<file path="config.mk">
export PLATFORM = sky130hd
export DESIGN_NAME = keypad_scanner
export DESIGN_NICKNAME = d
export VERILOG_FILES = /design/src/rtl/keypad_scanner_pkg.sv /design/src/rtl/keypad_scanner_sync_2ff.sv /design/src/rtl/keypad_scanner.sv
export SDC_FILE = /design/constraint.sdc
export NUM_CORES = 1
export LEC_CHECK = 0
export CAP_MARGIN = 20
export CORE_MARGIN = 5
export CORE_UTILIZATION = 41
export CTS_CLUSTER_SIZE = 8
export DETAILED_ROUTE_END_ITERATION = 10
export PLACE_DENSITY = 0.64
export SETUP_SLACK_MARGIN = 0.2
export SLEW_MARGIN = 5
export SYNTH_ARGS = -nofsm -noshare
export SYNTH_HDL_FRONTEND = slang
export SYNTH_SLANG_ARGS = --single-unit
</file>
<file path="constraint.sdc">
create_clock -name clock -period 3 [get_ports clock]
set_input_delay 0.6 -clock clock [delete_from_list [all_inputs] [get_ports clock]]
set_output_delay 0.6 -clock clock [all_outputs]
set_load 0.005 [all_outputs]
</file>
<file path="src/rtl/keypad_scanner_pkg.sv">
// Shared keypad definitions: the no-key code, scan states and the 4x3 key map.
package keypad_scanner_pkg;

    // "No key" code, shared with the alarm-clock controller.
    localparam logic [3:0] NOKEY = 4'd10;

    // Scan sequencer states: one per driven column plus a one-clock evaluate slot.
    typedef enum logic [1:0] {
        SCAN0 = 2'd0,
        SCAN1 = 2'd1,
        SCAN2 = 2'd2,
        EVAL  = 2'd3
    } scan_state_e;

    // Map a (row, column) position to its digit; '*' and '#' become NOKEY.
    function automatic logic [3:0] key_map(input logic [1:0] r, input logic [1:0] c);
        logic [3:0] code;
        code = NOKEY;
        case (r)
            2'd0, 2'd1, 2'd2: begin
                if (c < 2'd3) begin
                    code = ({2'b00, r} * 4'd3) + {2'b00, c} + 4'd1;
                end else begin
                    code = NOKEY;
                end
            end
            2'd3: begin
                if (c == 2'd1) begin
                    code = 4'd0;
                end else begin
                    code = NOKEY;
                end
            end
            default: code = NOKEY;
        endcase
        return code;
    endfunction

    // Number of row lines that read high in one column sample.
    function automatic logic [2:0] count_rows(input logic [3:0] v);
        logic [2:0] n;
        n = 3'd0;
        for (int i = 0; i < 4; i++) begin
            n = n + {2'b00, v[i]};
        end
        return n;
    endfunction

    // Index of the highest row line that is high (only meaningful for a single hit).
    function automatic logic [1:0] row_index(input logic [3:0] v);
        logic [1:0] idx;
        idx = 2'd0;
        for (int i = 0; i < 4; i++) begin
            if (v[i]) begin
                idx = 2'(i);
            end
        end
        return idx;
    endfunction

endpackage

</file>
<file path="src/rtl/keypad_scanner_sync_2ff.sv">
// Two-flop synchroniser for asynchronous pad inputs (rows now, buttons later).
module keypad_scanner_sync_2ff #(
    parameter int WIDTH = 4
) (
    input  logic             clock,
    input  logic             reset,
    input  logic [WIDTH-1:0] d_i,
    output logic [WIDTH-1:0] q_o
);

    logic [WIDTH-1:0] meta_q;
    logic [WIDTH-1:0] sync_q;

    // Two-stage capture of the asynchronous input.
    always_ff @(posedge clock or posedge reset) begin
        if (reset) begin
            meta_q <= {WIDTH{1'b0}};
            sync_q <= {WIDTH{1'b0}};
        end else begin
            meta_q <= d_i;
            sync_q <= meta_q;
        end
    end

    assign q_o = sync_q;

endmodule

</file>
<file path="src/rtl/keypad_scanner.sv">
// 4x3 keypad scanner: column-at-a-time scan, per-sweep key code, sweep debounce.
module keypad_scanner
    import keypad_scanner_pkg::*;
#(
    parameter int SCAN_DIV = 1000,
    parameter int DEBOUNCE = 4
) (
    input  logic       clock,
    input  logic       reset,
    input  logic [3:0] row,
    output logic [2:0] col,
    output logic [3:0] key,
    output logic       key_strobe
);

    localparam int DW = (SCAN_DIV > 1) ? $clog2(SCAN_DIV) : 1;
    localparam int SW = $clog2(DEBOUNCE + 1);
    localparam logic [DW-1:0] DWELL_LAST = DW'(SCAN_DIV - 1);
    localparam logic [DW-1:0] DWELL_ONE  = DW'(1);
    localparam logic [SW-1:0] STABLE_MAX = SW'(DEBOUNCE);
    localparam logic [SW-1:0] STABLE_ONE = SW'(1);

    logic [3:0]  row_sync_s;
    logic [2:0]  row_hits_s;
    logic [1:0]  col_idx_s;
    logic [3:0]  sweep_code_s;

    scan_state_e state_q, state_d;
    logic [DW-1:0] dwell_q, dwell_d;
    logic [2:0]  col_q, col_d;
    logic [3:0]  code_q, code_d;
    logic        hit_q, hit_d;
    logic        bad_q, bad_d;
    logic [3:0]  cand_q, cand_d;
    logic [SW-1:0] stable_q, stable_d;
    logic        pend_q, pend_d;
    logic [3:0]  key_q, key_d;
    logic        strobe_q, strobe_d;

    keypad_scanner_sync_2ff #(.WIDTH(4)) u_row_sync (
        .clock (clock),
        .reset (reset),
        .d_i   (row),
        .q_o   (row_sync_s)
    );

    // Next-state logic for scan sequencing, sweep accumulation and debounce.
    always_comb begin
        state_d      = state_q;
        dwell_d      = dwell_q;
        col_d        = col_q;
        code_d       = code_q;
        hit_d        = hit_q;
        bad_d        = bad_q;
        cand_d       = cand_q;
        stable_d     = stable_q;
        pend_d       = 1'b0;
        key_d        = key_q;
        strobe_d     = 1'b0;
        row_hits_s   = count_rows(row_sync_s);
        col_idx_s    = state_q;
        sweep_code_s = bad_q ? NOKEY : code_q;

        // A debounce decision taken in EVAL lands on the key one clock later.
        if (pend_q) begin
            key_d    = cand_q;
            strobe_d = (cand_q != NOKEY);
        end else begin
            key_d    = key_q;
            strobe_d = 1'b0;
        end

        case (state_q)
            SCAN0, SCAN1, SCAN2: begin
                if (dwell_q == DWELL_LAST) begin
                    dwell_d = {DW{1'b0}};
                    // Single hit sets the code; multiple rows or a second column invalidate.
                    if (row_hits_s == 3'd1) begin
                        if (hit_q) begin
                            bad_d = 1'b1;
                        end else begin
                            code_d = key_map(row_index(row_sync_s), col_idx_s);
                            hit_d  = 1'b1;
                        end
                    end else if (row_hits_s > 3'd1) begin
                        bad_d = 1'b1;
                    end else begin
                        bad_d = bad_q;
                    end
                    case (state_q)
                        SCAN0: begin
                            state_d = SCAN1;
                            col_d   = 3'b010;
                        end
                        SCAN1: begin
                            state_d = SCAN2;
                            col_d   = 3'b100;
                        end
                        default: begin
                            state_d = EVAL;
                            col_d   = 3'b001;
                        end
                    endcase
                end else begin
                    dwell_d = dwell_q + DWELL_ONE;
                end
            end
            EVAL: begin
                state_d = SCAN0;
                col_d   = 3'b001;
                dwell_d = {DW{1'b0}};
                if (sweep_code_s == cand_q) begin
                    cand_d   = cand_q;
                    stable_d = (stable_q == STABLE_MAX) ? STABLE_MAX : (stable_q + STABLE_ONE);
                end else begin
                    cand_d   = sweep_code_s;
                    stable_d = STABLE_ONE;
                end
                pend_d = (stable_d == STABLE_MAX) && (cand_d != key_q);
                // Fresh accumulator for the sweep that starts in SCAN0.
                code_d = NOKEY;
                hit_d  = 1'b0;
                bad_d  = 1'b0;
            end
            default: begin
                state_d = SCAN0;
                col_d   = 3'b001;
                dwell_d = {DW{1'b0}};
            end
        endcase
    end

    // State and output registers with asynchronous reset.
    always_ff @(posedge clock or posedge reset) begin
        if (reset) begin
            state_q  <= SCAN0;
            dwell_q  <= {DW{1'b0}};
            col_q    <= 3'b001;
            code_q   <= NOKEY;
            hit_q    <= 1'b0;
            bad_q    <= 1'b0;
            cand_q   <= NOKEY;
            stable_q <= {SW{1'b0}};
            pend_q   <= 1'b0;
            key_q    <= NOKEY;
            strobe_q <= 1'b0;
        end else begin
            state_q  <= state_d;
            dwell_q  <= dwell_d;
            col_q    <= col_d;
            code_q   <= code_d;
            hit_q    <= hit_d;
            bad_q    <= bad_d;
            cand_q   <= cand_d;
            stable_q <= stable_d;
            pend_q   <= pend_d;
            key_q    <= key_d;
            strobe_q <= strobe_d;
        end
    end

    assign col        = col_q;
    assign key        = key_q;
    assign key_strobe = strobe_q;

endmodule

</file>
==> impl_metrics.csv <==
group,metric,value,unit
detailed_routing,ant_nets,0,
sta,rsz0062_at_grt,"false",
grt,grt_start_max_net_pins,28,
place,hpwl,2720,um
grt,grt_usage,12.5,%
cts,cts.path.max_buffers,2,
yosys,synth_flop_cell,"dfrtp_1",
setup_path,cp-startpoint,"u_row_sync.q_o[1]",
setup_path,critPathRequiredTime,3210,ps
yosys,yosysUniqueCellTypes,49,
detailed_routing,wire_per_inst,13.2,um
layout,nNetsFinal,254,
place,io_buffers,13,
yosys,yosys.area_share.simple,17.5,%
yosys,syn_inst,213,
layout,n_fill_cell,510,
layout,n_antenna_cell,0,
detailed_routing,vias,1493,
floorplan,dieArea,7040,um^2
yosys,yosysTopAreaCellShare,39.1,%
grt,antenna_found_initial,0,
floorplan,dieHeight,83.9,um
setup_path,rr_worst_depth,10,
grt,overflow,0,
layout,final_layout_size_suffix_gt1_share,15.2,%
layout,layout.area.seq,1060,um^2
yosys,syn_nets,237,
setup_path,endpoint,"code_q[0]",
floorplan,initial_core_util,41.5,%
yosys,synthMuxAreaShare,3.46,%
setup_path,worstPathArrival,2860,ps
grt,grt_first_pass_wirelength,7140,um
detailed_routing,drt-total-wl,3990,um
cts,clkTransAtPathRegs,80,ps
cts,clock_latency,290,ps
setup_path,crit_path_max_incr_delay,410,ps
grt,grt_pass1_vias,1474,
detailed_routing,drt-pass1-iter-count,4,
yosys,ys_async_sr_fraction,100,%
yosys,synth_top_family_by_area,"simple AND/OR/NAND/NOR gates",
detailed_routing,initialDrtViolationCount,57,
sta,setup_viol,0,
setup_path,path_common_cell,"inv_1",
power_and_ir_drop,vdd_ir_drop_max,282,uV
sta,fin_crit_sh,88.4,%
sta,max-slew-margin-rel,60.2,%
cts,numCtsBuffers,5,
yosys,ys_ff_latch,42,
setup_path,cp_max_fo,7,
setup_path,critPathKind,"reg -> reg",
yosys,yosys.area.top_type,"dfrtp_1",
floorplan,die_w,83.9,um
floorplan,core-area,5410,um^2
yosys,synth_fa_ha_area_share,11.1,%
yosys,synthXorXnorAreaFrac,5.47,%
setup_path,cp-start-kind,"flop",
sta,drv_slew,0,
yosys,synth-edff-count,0,
setup_path,endpoint_kind,"flop",
setup_path,crit_chain,"inv_1 > fa_1 > inv_1 > ha_1 > inv_1 > ha_1 > nor4b_4 > nand4_4 > or3b_4 > a21oi_1",
setup_path,r2r_start,"u_row_sync.q_o[1]",
layout,area_growth,15.6,%
yosys,ys_seq_area_share,47.3,%
setup_path,r2r_end,"code_q[0]",
setup_path,r2r_slack,350,ps
sta,period_needed,2650,ps
power_and_ir_drop,powerDensity,419,nW/um^2
detailed_routing,drc,0,
sta,worst_pin_slew,593,ps
place,gp_congestion,0.700,
sta,whs,356,ps
sta,max_freq,377,MHz
yosys,syn_avg_cell_area,10.5,um^2
yosys,netlist_area,2240,um^2
sta,fin_skew,6.55,ps
hold_path,hp-class,"reg -> reg",
cts,htreeDepth,2,
yosys,yosys_warnings,0,
setup_path,slowest_stage,"fa_1",
place,placed_cells,293,
yosys,synthTopCellsByCount,"35 x dfrtp_1, 22 x nor2_1, 18 x inv_1, 18 x nand2_1, 15 x ha_1",
cts,cts_root_buf,"clkbuf_8",
job,cap_viol_max_count,0,
layout,instances_no_fill,303,
layout,multi_input_area,1100,um^2
outcome,outcome,"complete, no violations",
power_and_ir_drop,leakage,0.00118,uW
floorplan,placementRows,27,
sta,final.setup.tns,0,ps
cts,cts_tree,"done",
cts,cts_sinks,42,
yosys,synth_compound_area_share,10.8,%
detailed_routing,via_per_inst,4.93,
power_and_ir_drop,power,1090,uW
floorplan,io_pins,14,
sta,finalHoldViolCount,0,
yosys,synth.top_cells.by_area,"dfrtp_1 39%, ha_1 8.4%, dfstp_2 8.2%, nor2_1 3.7%, inv_1 3.0%",
yosys,synth_most_common_cell,"dfrtp_1",
[worst min path at each step]
stage | cells after the start | slack [ps] | startpoint | end
after floorplan | 0 | 330 | u_row_sync.meta_q[0] | u_row_sync.q_o[0]
after global placement | 0 | 330 | u_row_sync.meta_q[3] | u_row_sync.q_o[3]
after detailed placement | 0 | 340 | u_row_sync.meta_q[1] | u_row_sync.q_o[1]
after CTS | 0 | 360 | u_row_sync.meta_q[1] | u_row_sync.q_o[1]
after global routing | 0 | 370 | u_row_sync.meta_q[1] | u_row_sync.q_o[1]
final | 0 | 360 | u_row_sync.meta_q[1] | u_row_sync.q_o[1]
[layout make-up]
cell class,instances,area share (%)
Tap cell,72,3.48
Inverter,18,2.61
Sequential cell,42,40.9
Multi-Input combinational cell,146,42.6
Clock buffer,6,2.80
Timing Repair Buffer,17,6.18
Clock inverter,2,1.45
[worst max-delay path: cells and delay by family, from the launching register on]
| kind | cells | cell delay [ps] |
|---|---|---|
| and+or+nand+nor | 3 | 960 |
| DFF | 1 | 360 |
| buffers and inverters | 3 | 180 |
| adders and majority gates | 3 | 870 |
| AOI/OAI and AO/OA | 1 | 180 |
[power breakdown]
| group | internal [uW] | total (uW) | leakage (uW) | switching, uW |
|---|---|---|---|---|
| clock network | 248 | 439 | 0.0000514 | 191 |
| logic | 32.4 | 72.7 | 0.000601 | 40.3 |
| registers | 572 | 573 | 0.000528 | 1.74 |
| total | 852 | 1090 | 0.00118 | 233 |
[logic make-up after synthesis]
kind of cell | after synthesis
AND/OR/NAND/NOR | 73
flip-flops | 42
AO/OA/AOI/OAI | 34
buffers and inverters | 25
adder cells (fa/ha/maj) | 18
XOR/XNOR | 14
multiplexers | 7
[metrics by stage]
step | setup slack, ps | util, % | cell area, um^2
2_1_floorplan | 485 | - | 2240
4_1_cts | 233 | 47.3 | 2560
5_1_grt | 214 | 47.9 | 2590
3_3_place_gp | 406 | 45.3 | 2450
6_report | 349 | 47.9 | 2590
3_5_place_dp | 342 | 45.3 | 2450
[placed cells by master (no fill, tap or decap), types with 2 or more instances in the layout]
cell type,instances
a211oi_1,2
a21o_1,2
a21oi_1,12
and4_1,2
buf_4,4
clkbuf_8,5
clkdlybuf4s50_1,13
dfrtp_1,35
dfstp_2,7
fa_1,3
ha_1,15
inv_1,17
mux2_2,6
nand2_1,18
nand2b_1,7
nand3_1,2
nand3b_1,3
nand4_1,2
nor2_1,22
nor3_1,2
o21ai_0,3
o22ai_1,3
or4_1,2
xnor2_1,7
xor2_1,7
[layer usage]
metal  track usage (%)  routed length (um)
met5                 0                   0
met3              3.16                 166
met2              19.6                1800
met1              17.2                1980
met4              3.07                  36
[registers in the layout, summed over array words and instances, names as in the netlist]
register           flops
dwell_q               10
cand_q                 4
code_q                 4
key                    4
u_row_sync.meta_q      4
u_row_sync.q_o         4
col                    3
stable_q               3
col_idx_s              2
bad_q                  1
hit_q                  1
key_strobe             1
pend_q                 1
[timing repair]
item | in CTS | in global routing
resized for setup | 0 | 3
setup buffers | 0 | 2
endpoints found under the setup margin | 0 | 2
hold buffers | 0 | 0
No activity file was read; power rests on OpenSTA's default activity.
